**config.mk**
```make
export PLATFORM = sky130hd
export DESIGN_NAME = inst_fetch
export DESIGN_NICKNAME = d
export VERILOG_FILES = /design/src/rtl/cpu_pkg.sv /design/src/rtl/branch_lut.sv /design/src/rtl/inst_fetch.sv
export SDC_FILE = /design/constraint.sdc
export NUM_CORES = 1
export LEC_CHECK = 0
export BUFFER_PORTS_ARGS = -buffer_cell sky130_fd_sc_hd__buf_4
export CAP_MARGIN = 20
export CORE_MARGIN = 5
export CORE_UTILIZATION = 35
export CTS_BUF_LIST = sky130_fd_sc_hd__clkbuf_4 sky130_fd_sc_hd__clkbuf_8
export CTS_CLUSTER_SIZE = 20
export DETAILED_ROUTE_END_ITERATION = 16
export GPL_TIMING_DRIVEN = 0
export PLACE_DENSITY = 0.57
export SYNTH_ARGS = -nofsm -noshare
export SYNTH_HDL_FRONTEND = slang
export SYNTH_SLANG_ARGS = --single-unit
```
**constraint.sdc**
```tcl
create_clock -name Clk -period 2.85 [get_ports Clk]
set_input_delay 0.855 -clock Clk [delete_from_list [all_inputs] [get_ports Clk]]
set_output_delay 0.855 -clock Clk [all_outputs]
set_load 0.01 [all_outputs]
```
**src/rtl/cpu_pkg.sv**
```systemverilog
// +----------------------------------------------------------------------+
// | cpu_pkg : shared fetch-unit widths, state encoding and branch helper  |
// | Revision: 1.0                                                         |
// +----------------------------------------------------------------------+
`default_nettype none

package cpu_pkg;

  localparam int PC_WIDTH  = 10;
  localparam int LUT_DEPTH = 32;
  localparam int LUT_AW    = 5;

  typedef enum logic [1:0] {
    IDLE = 2'd0,
    RUN  = 2'd1,
    HALT = 2'd2
  } fetch_state_t;

  // Conditional branches are taken only when the datapath flag is set.
  function automatic logic branch_taken(input logic branch,
                                        input logic cond,
                                        input logic flag);
    return branch & (~cond | flag);
  endfunction

endpackage

`default_nettype wire

```
**src/rtl/branch_lut.sv**
```systemverilog
// +----------------------------------------------------------------------+
// | branch_lut : 32x10 branch target table, sync write/reset, async read  |
// | Revision: 1.0                                                         |
// +----------------------------------------------------------------------+
`default_nettype none

module branch_lut
  import cpu_pkg::*;
#(
  parameter int DEPTH = LUT_DEPTH,
  parameter int AW    = LUT_AW,
  parameter int DW    = PC_WIDTH
) (
  input  logic          clk_i,
  input  logic          rst_ni,
  input  logic          we_i,
  input  logic [AW-1:0] waddr_i,
  input  logic [DW-1:0] wdata_i,
  input  logic [AW-1:0] raddr_i,
  output logic [DW-1:0] rdata_o
);

  logic [DW-1:0] mem_q [DEPTH];

  // Reset wins over a coincident write, so that write is dropped.
  always_ff @(posedge clk_i) begin
    if (!rst_ni) begin
      for (int i = 0; i < DEPTH; i++) begin
        mem_q[i] <= '0;
      end
    end else if (we_i) begin
      mem_q[waddr_i] <= wdata_i;
    end
  end

  assign rdata_o = mem_q[raddr_i];

endmodule

`default_nettype wire

```
**src/rtl/inst_fetch.sv**
```systemverilog
// +----------------------------------------------------------------------+
// | inst_fetch : PC sequencer with IDLE/RUN/HALT FSM and branch LUT;      |
// |   FETCH_BRANCH_REL_EN selects PC-relative LUT targets.  Revision 1.0  |
// +----------------------------------------------------------------------+
`default_nettype none

module inst_fetch
  import cpu_pkg::*;
(
  input  logic                Clk,
  input  logic                Reset_n,
  input  logic                Start,
  input  logic                Branch,
  input  logic                BranchCond,
  input  logic                Flag,
  input  logic [LUT_AW-1:0]   TargetIdx,
  input  logic                Ack,
  input  logic                LutWe,
  input  logic [LUT_AW-1:0]   LutAddr,
  input  logic [PC_WIDTH-1:0] LutData,
  output logic [PC_WIDTH-1:0] PC,
  output logic                Running,
  output logic                Done
);

  fetch_state_t        state_q;
  logic [PC_WIDTH-1:0] pc_q;
  logic                running_q;
  logic                done_q;

  logic [PC_WIDTH-1:0] lut_rdata;
  logic [PC_WIDTH-1:0] branch_target;
  logic                take_branch;

  branch_lut #(
    .DEPTH (LUT_DEPTH),
    .AW    (LUT_AW),
    .DW    (PC_WIDTH)
  ) u_branch_lut (
    .clk_i   (Clk),
    .rst_ni  (Reset_n),
    .we_i    (LutWe),
    .waddr_i (LutAddr),
    .wdata_i (LutData),
    .raddr_i (TargetIdx),
    .rdata_o (lut_rdata)
  );

`ifdef FETCH_BRANCH_REL_EN
  // Entry is a signed offset; 10-bit addition wraps modulo 1024.
  assign branch_target = pc_q + lut_rdata;
`else
  assign branch_target = lut_rdata;
`endif

  assign take_branch = branch_taken(Branch, BranchCond, Flag);

  always_ff @(posedge Clk) begin
    if (!Reset_n) begin
      state_q   <= IDLE;
      pc_q      <= '0;
      running_q <= 1'b0;
      done_q    <= 1'b0;
    end else begin
      case (state_q)
        IDLE: begin
          pc_q <= '0;
          if (Start) begin
            state_q   <= RUN;
            running_q <= 1'b1;
            done_q    <= 1'b0;
          end
        end
        RUN: begin
          // Halt takes priority over any branch in the same cycle.
          if (Ack) begin
            state_q   <= HALT;
            running_q <= 1'b0;
            done_q    <= 1'b1;
          end else if (take_branch) begin
            pc_q <= branch_target;
          end else begin
            pc_q <= pc_q + 1'b1;
          end
        end
        HALT: begin
          if (Start) begin
            state_q   <= RUN;
            pc_q      <= '0;
            running_q <= 1'b1;
            done_q    <= 1'b0;
          end
        end
        default: begin
          state_q   <= IDLE;
          pc_q      <= '0;
          running_q <= 1'b0;
          done_q    <= 1'b0;
        end
      endcase
    end
  end

  assign PC      = pc_q;
  assign Running = running_q;
  assign Done    = done_q;

endmodule

`default_nettype wire

```
* After elaboration in Yosys (flattened, before gate mapping) *
Memory sizes are Yosys's and may differ from the RTL's.
Index checks and enable logic that the tools add are counted.

storage, ports and cells
  register bits after elaboration = 14
  bits in latches = 0
  bits in writable memories = 320
  ROM bits = 0
  input port bits = 28
  memories = 1

memory list
  name                depth  bits a word  read ports  clocked after memory_dff  write ports  line              text
  u_branch_lut.mem_q  32     10           1           0                         32           branch_lut.sv:23  logic [DW-1:0] mem_q [DEPTH];

operators by class
  add/subtract/negate cells = 1
  multipliers = 0
  divide/modulo/power cells = 0
  magnitude comparators = 0
  equality and inequality tests = 6
  shift-type cells = 0
  muxes and demuxes = 20
  bitwise operators = 3
  reduce and logical (&&, ||, !) cells = 5

operators with widths
  kind                     count
  $mux W10                 4
  $pmux W10 S2             1
  $add A10 B1 Y10 const B  1
  $reduce_or A10 Y1        1
  $mux W1                  9
  $ne A2 B2 Y1 const B     3
  $mux W5                  1
  $mux W2                  2
  $pmux W1 S2              2
  $pmux W2 S2              1
  $reduce_and A2 Y1        2
  $eq A2 B1 Y1 const B     1
  $eq A2 B2 Y1 const B     1
  $logic_not A2 Y1         1
  $ne A2 B1 Y1 const B     1
  $reduce_or A2 Y1         1
  $and A1 B1 Y1            1
  $not A1 Y1               1
  $or A1 B1 Y1             1

* Longest topological paths before layout *
Gate-level depths: netlist of the first run.

  word-level depth = 6
  mapped depth = 8

* Cells and area by module *
From an unflattened synthesis of the first run, not the netlist that was laid out.

unflattened totals
  cell total of the unflattened synthesis = 1216
  area, all modules = 15807.7 um2

modules (own cells, without submodules)
  module      instances  cells an instance  area an instance (um2)  sequential area each (um2)
  branch_lut  1          1117               15004.4                 9609.2
  inst_fetch  1          99                 803.3                   280.3

* Worst setup path before layout of the first run *
No wires, ideal clock.

  path type = input-to-reg
  start = input LutAddr[1]
  end = memory u_branch_lut.mem_q[12][0] (netlist name), enable pin
  arrival time = 2.342 ns
  data required time = 2.459 ns
  slack = 0.117 ns
  stages on the path = 4
  path buffers = 2
  path through = or3_1 -> clkbuf_1 -> clkbuf_1 -> o21ai_0

RTL lines
  item                line              text
  start: declaration  inst_fetch.sv:19  input logic [LUT_AW-1:0] LutAddr,
  end: declaration    branch_lut.sv:23

* Final worst setup path of the first run *
  start = input TargetIdx[2]
  end = register pc_q[7], in the netlist PC[7]

on the way
  longest elaborated chain between the ends = 4

RTL lines
  item                    line              text
  start: declaration      inst_fetch.sv:16  input logic [LUT_AW-1:0] TargetIdx,
  $mem_v2 Z32 W10         -
  $mux W10                inst_fetch.sv:80  end else if (take_branch) begin
  $mux W10                inst_fetch.sv:76  if (Ack) begin
  $pmux W10 S2            inst_fetch.sv:65  case (state_q)
  end signal: assignment  inst_fetch.sv:81  pc_q <= branch_target;
  end signal: assignment  inst_fetch.sv:83  pc_q <= pc_q + 1'b1;
  end: declaration        inst_fetch.sv:27  logic [PC_WIDTH-1:0] pc_q;

No other way between the ends. The select of a mux whose other input is x is not followed.
A chain may end at the register's enable or synchronous reset.

==> impl_metrics.toml, run 1 <==
[status]
outcome = "finished clean"

[logic_synthesis]
synth.distinct_cells = 43
synth-async-reset-ratio_pct = 0
yosys.area.top_type = "edfxtp_1"
syn_area_mm2 = 0.0154
synth-edff-count = 320
yosys.area.top_type_share_pct = 62.4
synth_warnings = 0
synth.avg_cell_area_um2 = 14.9
yosys-top-cells-area = "edfxtp_1, and2_1, mux4_2, mux2i_1, dfxtp_1"
synth_seq_cells = 334
syn_nets = 1066
syn_inst = 1037
yosysSeqAreaShare_pct = 64.2
ys_dominant_reg_cell = "edfxtp_1"

[routing]
viasPerCell = 5.36
drt_iter0_drc = 1309
wl_um = 48800
first_pass_iters = 5
drc_errors = 0
ant_nets = 0
routed-via-count = 9604
wire_per_inst_um = 27.2

[timing]
skew_ns = 0.0246
fin_ws_ns = 0.0308
setup_viol = 0
tightest_slew_ns = 1.14
finalHoldViolCount = 0
final.period_utilization_pct = 98.9
relSlewSlack_pct = 23.4
rsz0062_at_grt = "true"
fmax_mhz = 355
drv_slew = 0
finalSetupTns_ns = 0
final.min_clock_period_ns = 2.82

[floorplanning]
fp.dieW_um = 220
initial_core_util_pct = 35.5
core_area_mm2 = 0.0434
rows = 76
chipHeight_um = 220
io_pins = 40
die_area_mm2 = 0.0483

[setup_path]
arrival_ns = 3.33
critPathKind = "primary input to register"
r2r_cells = 5
critPathLaunchType = "primary input"
crit_path_end_kind = "register"
cp_max_fo = 10
critical_path_required_ns = 3.36
reg2reg_slack_ns = 0.70
reg2reg_to = "PC[7]"
critPathCapture = "PC[7]"
regToRegStartpoint = "u_branch_lut.mem_q[7][7]"
startpoint = "TargetIdx[2]"

[global_route]
grt_pass1_vias = 9550
antenna_found_initial = 2
grt_pass1_wl_um = 68900
grt_usage_pct = 20.3
grt_max_degree = 15
overflow = 0

[clock_tree]
cts_buffers = 56
htreeDepth = 2
clk_pin_slew_ns = 0.05
cts_root_buffer = "clkbuf_8"
clk_latency_ns = 0.63
cts_setup_buffers = 0
ctsLongestPathBuffers = 3
cts_tree = "built"
clock-sinks = 334

[power_and_ir_drop]
vdd_drop_max_uv = 307
p_switching_uw = 2740
internal_power_uw = 8450
powerDensity_mw_per_mm2 = 627
sw_frac_of_total_pct = 24.5
clock_power_share_pct = 39.5
power_frac_seq_pct = 51.3
p_comb_share_pct = 9.2
cellLeakagePower_uw = 0.00629

[final_layout]
nets = 1192
final_cell_mix = "and2_1, edfxtp_1, mux4_2, buf_4, clkbuf_8"
layout-drive-gt1-share_pct = 21.5
num-fill-cells = 4051
finalNonFillerCells = 1792
multi_input_area_mm2 = 0.00519
area.sequential_mm2 = 0.00989
syn2layout_area_growth_pct = 16.0
layout_commonest_cell = "and2_1"

[placed_design]
place.detailed.hpwl_um = 34600
port_buffers = 35
dp_cells = 1689
place.gp.congestion = 0.952
dp_slack_ns = -0.535

[flow_run]
max_cap_violations = 0

[min_path]
min_path_type = "register to register"
## state kept, by name, summed over array words and instances, names as in the netlist
name                count
PC                     10
Done                    1
Running                 1
state_q                 2
u_branch_lut.mem_q    320
## cell type report
class	count	share of cell area [%]
clock inverter	29	1.32
inverter	2	0.0420
antenna	1	0.0140
buffer	68	1.81
tap	585	4.10
multi-input combinational	633	29.1
sequential	334	55.3
timing repair buffer	68	3.30
clock buffer	72	5.02
## cells in the mapped netlist (11+ instances only)
library cell and n:
a22oi_1 15, o21ai_0 39, nor2_1 39, dfxtp_1 14
clkbuf_1 46, nand2_1 19, buf_4 11, and2_1 323
mux2i_1 38, edfxtp_1 320, nand3_1 16, mux4_2 74
nor2b_1 11
## worst max-delay path, cell delays in order
cell     delay, ns
buf_2         0.30
buf_4         0.35
buf_2         0.51
mux2i_1       0.60
a22oi_1       0.22
and3_1        0.22
a221o_1       0.26
## repair_timing
| item | 4_1_cts | 5_1_grt |
|---|---|---|
| hold buffers | 0 | 0 |
| resized for setup | 0 | 1 |
| setup endpoints to repair | 0 | 5 |
## stage by stage
step	power (uW)	util, %	cell area [um^2]	hold WS [ns]
detailed placement	6870	38.6	16700	0.502
floorplan	6350	-	15400	0.531
global placement	6820	37.8	16400	0.485
finish	11200	41.2	17900	0.510
global route	11500	41.2	17900	0.504
CTS	11300	41.2	17900	0.489
## cell families (layout without fill, tap and decap cells)
kind of cell / Yosys count / after routing / share of synthesized area, %
fa+ha+maj: 1 / 1 / 0.0812
xor+xnor: 2 / 2 / 0.114
compound gates: 88 / 88 / 3.65
other cells: 0 / 1 / 0
flops: 334 / 334 / 64.2
mux: 113 / 113 / 13.4
simple gates: 429 / 429 / 16.5
buf+inv: 70 / 239 / 2.14
## per-layer routing
metal / routed length [um] / global-route usage [%] / share of wire [%]
met5: 0 / 0 / 0
met2: 23000 / 32.3 / 47
met1: 20700 / 28.4 / 42
met3: 3860 / 4.11 / 7.9
met4: 1150 / 5.60 / 2.4
## power by group through the flow
stage                     clock, uW  sequential, uW  combinational, uW
final                          4420            5750               1030
after global routing           4690            5770               1080
after CTS                      4490            5750               1020
after detailed placement          0            5850               1020
after global placement            0            5850                966
after floorplan                   0            5820                530
## worst min path at each step
stage                     from                        to  slack, ns  cells past startpoint
floorplan                PC[9]                     PC[9]       0.53                      1
global placement         PC[9]                     PC[9]       0.49                      1
detailed placement        Done                      Done       0.50                      2
CTS                 LutData[9]  u_branch_lut.mem_q[1][9]       0.49                      2
global route        LutData[9]  u_branch_lut.mem_q[0][9]       0.50                      2
finish                   PC[9]                     PC[9]       0.51                      1
Note: power is estimated with default switching activity, not from simulation.
==> run 2, diff against run 1 <==
==> constraint.sdc (replaced) <==
create_clock -name Clk -period 2.85 [get_ports Clk]
set_input_delay 0.285 -clock Clk [delete_from_list [all_inputs] [get_ports Clk]]
set_output_delay 0.285 -clock Clk [all_outputs]
set_load 0.01 [all_outputs]
==> impl_metrics.toml, run 2 (synthesis gave the netlist of run 1 again) <==
[clock_tree]
clk_latency_ns = 0.63
cts_tree = "built"
cts_buffers = 56
clock-sinks = 334
clk_pin_slew_ns = 0.06
htreeDepth = 2
cts_setup_buffers = 0
cts_root_buffer = "clkbuf_8"
ctsLongestPathBuffers = 3

[routing]
ant_nets = 0
drc_errors = 0
wire_per_inst_um = 27.0
routed-via-count = 9656
drt_iter0_drc = 1299
wl_um = 48700
viasPerCell = 5.36
first_pass_iters = 7

[min_path]
hold_depth = 4
min_path_type = "primary input to register"

[floorplanning]
io_pins = 40
die_area_mm2 = 0.0483
chipHeight_um = 220
initial_core_util_pct = 35.5
rows = 76
core_area_mm2 = 0.0434
fp.dieW_um = 220

[final_layout]
largest_register_ffs = 320
syn2layout_area_growth_pct = 16.7
layout-drive-gt1-share_pct = 21.2
nets = 1204
diodes = 0
finalNonFillerCells = 1803
layout_commonest_cell = "and2_1"
num-fill-cells = 4050
regMostFlops = "u_branch_lut.mem_q"
final_cell_mix = "and2_1, edfxtp_1, mux4_2, buf_4, clkbuf_8"
stdcell_area_mm2 = 0.0180

[timing]
skew_ns = 0.0210
fmax_mhz = 441
relSlewSlack_pct = 24.6
tightest_slew_ns = 1.13
drv_slew = 0
rsz0062_at_grt = "false"
setup_viol = 0
finalHoldViolCount = 0
final.min_clock_period_ns = 2.27
final.period_utilization_pct = 79.6

[setup_path]
cp_max_fo = 10
reg2reg_to = "PC[7]"
critPathCapture = "PC[7]"
critical_path_required_ns = 3.36
slowest_delay_ns = 0.61
startpoint = "TargetIdx[2]"
crit_slowest_cell = "mux2i_1"
cp_common_cell = "buf_2"
critPathKind = "primary input to register"
r2r_cells = 5
worstPathCellList = "buf_2, buf_4, buf_2, mux2i_1, a22oi_1, and3_1, a221o_1"
crit_path_end_kind = "register"
critPathLaunchType = "primary input"
regToRegStartpoint = "u_branch_lut.mem_q[7][7]"
reg2reg_slack_ns = 0.68
arrival_ns = 2.78

[placed_design]
dpl_cell_area_mm2 = 0.0167
place.gp.congestion = 0.952
port_buffers = 35
place.detailed.hpwl_um = 34600
dp_cells = 1689

[status]
outcome = "finished clean"

[global_route]
antenna_found_initial = 2
overflow = 0
grt_pass1_vias = 9611
grt_max_degree = 15
grt_usage_pct = 20.3
grt_pass1_wl_um = 69100

[flow_run]
max_cap_violations = 0

[power_and_ir_drop]
powerDensity_mw_per_mm2 = 623
cellLeakagePower_uw = 0.00634
vdd_drop_max_uv = 305
[run 2: cell type report]
cell class                      count  area, um^2  area share (%)
Buffer                             68         323            1.80
Clock buffer                       72         897            4.99
Clock inverter                     29         235            1.31
Inverter                            2        7.51          0.0417
Multi-Input combinational cell    633        5190            28.9
Sequential cell                   334        9890            55.0
Tap cell                          585         732            4.07
Timing Repair Buffer               80         709            3.94
[run 2: critical path, delay by kind of cell]
kind,cells,cell delay (ns)
compound gates,2,0.48
simple gates,1,0.22
buf+inv,3,1.15
mux,1,0.61
[run 2: worst min path at each step]
| stage | endpoint | start | slack [ns] |
|---|---|---|---|
| finish | PC[4] | Branch | 0.14 |
| global route | PC[4] | Branch | 0.15 |
| CTS | PC[4] | Branch | 0.09 |
| detailed placement | Done | Done | 0.50 |
| global placement | PC[9] | PC[9] | 0.49 |
| floorplan | u_branch_lut.mem_q[0][9] | LutData[9] | 0.48 |
[run 2: stage by stage]
step           TNS [ns]  worst slack [ns]  hold WS, ns  utilization [%]  power [uW]
3_3_place_gp    -135.05            -0.837        0.485             37.8        6820
6_report              0             0.582        0.145             41.5       11200
4_1_cts               0             0.717       0.0874             41.5       11300
2_1_floorplan         0             0.687        0.483                -        6350
5_1_grt               0             0.553        0.154             41.5       11600
3_5_place_dp          0            0.0350        0.502             38.6        6870
[run 2: metal layers]
layer  track usage (%)  vias to the layer above  routed length, um
met5                 0                        -                  0
met4              5.60                        0               1210
met3              4.22                       79               3970
met2              32.5                      470              23000
met1              28.3                     4952              20500
li1                  -                     4155                  -
[run 2: report_power, final]
part / internal [uW] / switching [uW] / total, uW / leakage, uW
registers: 5640 / 101 / 5750 / 0.00316
clock network: 2420 / 2000 / 4420 / 0.000597
logic: 403 / 636 / 1040 / 0.00259
total: 8460 / 2740 / 11200 / 0.00634
[run 2: what timing repair did]
item,CTS,global route
resized for setup,0,0
endpoints found under the hold margin,21,0
setup endpoints to repair,0,0
hold buffers,12,0
==> run 3, diff against run 2 <==
==> constraint.sdc (replaced) <==
create_clock -name Clk -period 1.96 [get_ports Clk]
set_input_delay 0.196 -clock Clk [delete_from_list [all_inputs] [get_ports Clk]]
set_output_delay 0.196 -clock Clk [all_outputs]
set_load 0.01 [all_outputs]
==> impl_metrics.toml, run 3 (synthesis gave the netlist of run 1 again) <==
[status]
outcome = "finished, violations left"
violations = "negative setup slack"

[global_route]
grt_max_degree = 16
antenna_found_initial = 3
grt_usage_pct = 20.5
overflow = 0
grt_pass1_vias = 9791
grt_pass1_wl_um = 70000

[flow_run]
max_cap_violations = 0

[timing]
setup_viol = 10
finalHoldViolCount = 0
drv_slew = 0
rsz0062_at_grt = "false"
final.min_clock_period_ns = 2.00
fin_ws_ns = -0.0400
fmax_mhz = 500
skew_ns = 0.0330
final.period_utilization_pct = 102
relSlewSlack_pct = 23.9
tightest_slew_ns = 1.14

[min_path]
hold_depth = 3
whs_endpoint = "state_q[0]"
hold_path_startpoint = "Reset_n"
min_path_type = "primary input to register"

[setup_path]
crit_path_end_kind = "register"
arrival_ns = 2.48
reg2reg_to = "PC[8]"
cp_max_fo = 10
reg2reg_slack_ns = 0.06
critical_path_required_ns = 2.44
r2r_cells = 4
regToRegStartpoint = "u_branch_lut.mem_q[22][8]"
critPathLaunchType = "primary input"
critPathKind = "primary input to register"

[floorplanning]
core_area_mm2 = 0.0434
initial_core_util_pct = 35.5
io_pins = 40
die_area_mm2 = 0.0483
fp.dieW_um = 220
chipHeight_um = 220
rows = 76

[clock_tree]
clock-sinks = 334
clk_latency_ns = 0.65
cts_buffers = 56
htreeDepth = 2
ctsLongestPathBuffers = 3
clk_pin_slew_ns = 0.06
cts_tree = "built"
cts_root_buffer = "clkbuf_8"

[routing]
wire_per_inst_um = 27.0
wl_um = 48800
drt_iter0_drc = 1094
routed-via-count = 9620
first_pass_iters = 6
ant_nets = 0
viasPerCell = 5.33
drc_errors = 0

[final_layout]
num-fill-cells = 4067
layout-drive-gt1-share_pct = 22.1
final_cell_mix = "and2_1, edfxtp_1, mux4_2, buf_4, clkbuf_8"
syn2layout_area_growth_pct = 16.9
regMostFlops = "u_branch_lut.mem_q"
layout_commonest_cell = "and2_1"
largest_register_ffs = 320
utilization_pct = 41.6
nets = 1202

[power_and_ir_drop]
sw_frac_of_total_pct = 24.7
clock_power_share_pct = 38.7
p_comb_share_pct = 9.5
finalPower_uw = 16100
powerDensity_mw_per_mm2 = 895
cellLeakagePower_uw = 0.00635
vdd_drop_max_uv = 528
internal_power_uw = 12100
p_switching_uw = 3990
power_frac_seq_pct = 51.8

[placed_design]
place.gp.congestion = 0.927
dp_slack_ns = -0.819
place.detailed.hpwl_um = 34700
port_buffers = 35
## run 3: routing by layer
layer | part of all wire [%] | vias to the layer above | track usage, % | wire (um)
met5 | 0 | - | 0 | 0
met2 | 47 | 477 | 32.6 | 22800
met4 | 3.5 | 0 | 6.99 | 1690
met1 | 41 | 4892 | 27.4 | 20000
met3 | 8.8 | 102 | 5.37 | 4300
li1 | - | 4149 | - | -
## run 3: worst max-delay path by stage
stage                     slack, ns          from                   endpoint
after floorplan               -0.11    LutAddr[1]  u_branch_lut.mem_q[12][0]
after global placement        -1.60       Reset_n  u_branch_lut.mem_q[31][4]
after detailed placement      -0.82  TargetIdx[2]                      PC[7]
after CTS                     -0.07       Reset_n  u_branch_lut.mem_q[27][2]
after global routing          0.002       Reset_n   u_branch_lut.mem_q[3][3]
final                         -0.04       Reset_n   u_branch_lut.mem_q[3][1]
## run 3: stage by stage
step	instances	instance area [um^2]	TNS [ns]	hold WS, ns
final	1805	18000	-0.185	0.0704
after global routing	1803	18000	0	0.0428
after CTS	1803	18000	-1.00	0.0292
after detailed placement	1686	16700	-164.51	0.496
after global placement	1657	16400	-418.71	0.493
after floorplan	1037	15400	-15.52	0.394
## run 3: critical path, stage by stage
cell and delay, ns:
buf_4 0.13, clkbuf_2 0.28, nand4_1 0.40, clkbuf_1 0.38, nor2_1 0.85, and2_1 0.24
## run 3: cell type report
| cell class | instances | area, um^2 | area share (%) |
|---|---|---|---|
| repair buffers | 79 | 692 | 3.84 |
| diodes | 2 | 5.00 | 0.0278 |
| multi-input cells | 633 | 5260 | 29.2 |
| inverters | 2 | 7.51 | 0.0417 |
| clock inverters | 22 | 133 | 0.736 |
| flip-flops and latches | 334 | 9890 | 54.9 |
| well taps | 585 | 732 | 4.06 |
| clock buffers | 81 | 977 | 5.42 |
| plain buffers | 67 | 327 | 1.81 |
## run 3: power groups by stage
stage                     Clock [uW]  Combinational [uW]  Sequential [uW]
after global routing            6700                1610             8400
after CTS                       6350                1510             8360
final                           6240                1530             8360
after detailed placement           0                1470             8510
after floorplan                    0                 772             8460
after global placement             0                1400             8510
## run 3: repair_timing
action                     4_1_cts  5_1_grt
resized for setup                7       12
setup endpoints to repair       34       82
hold buffers                    14        0
setup buffers                    0        0
hold endpoints to repair        24        0
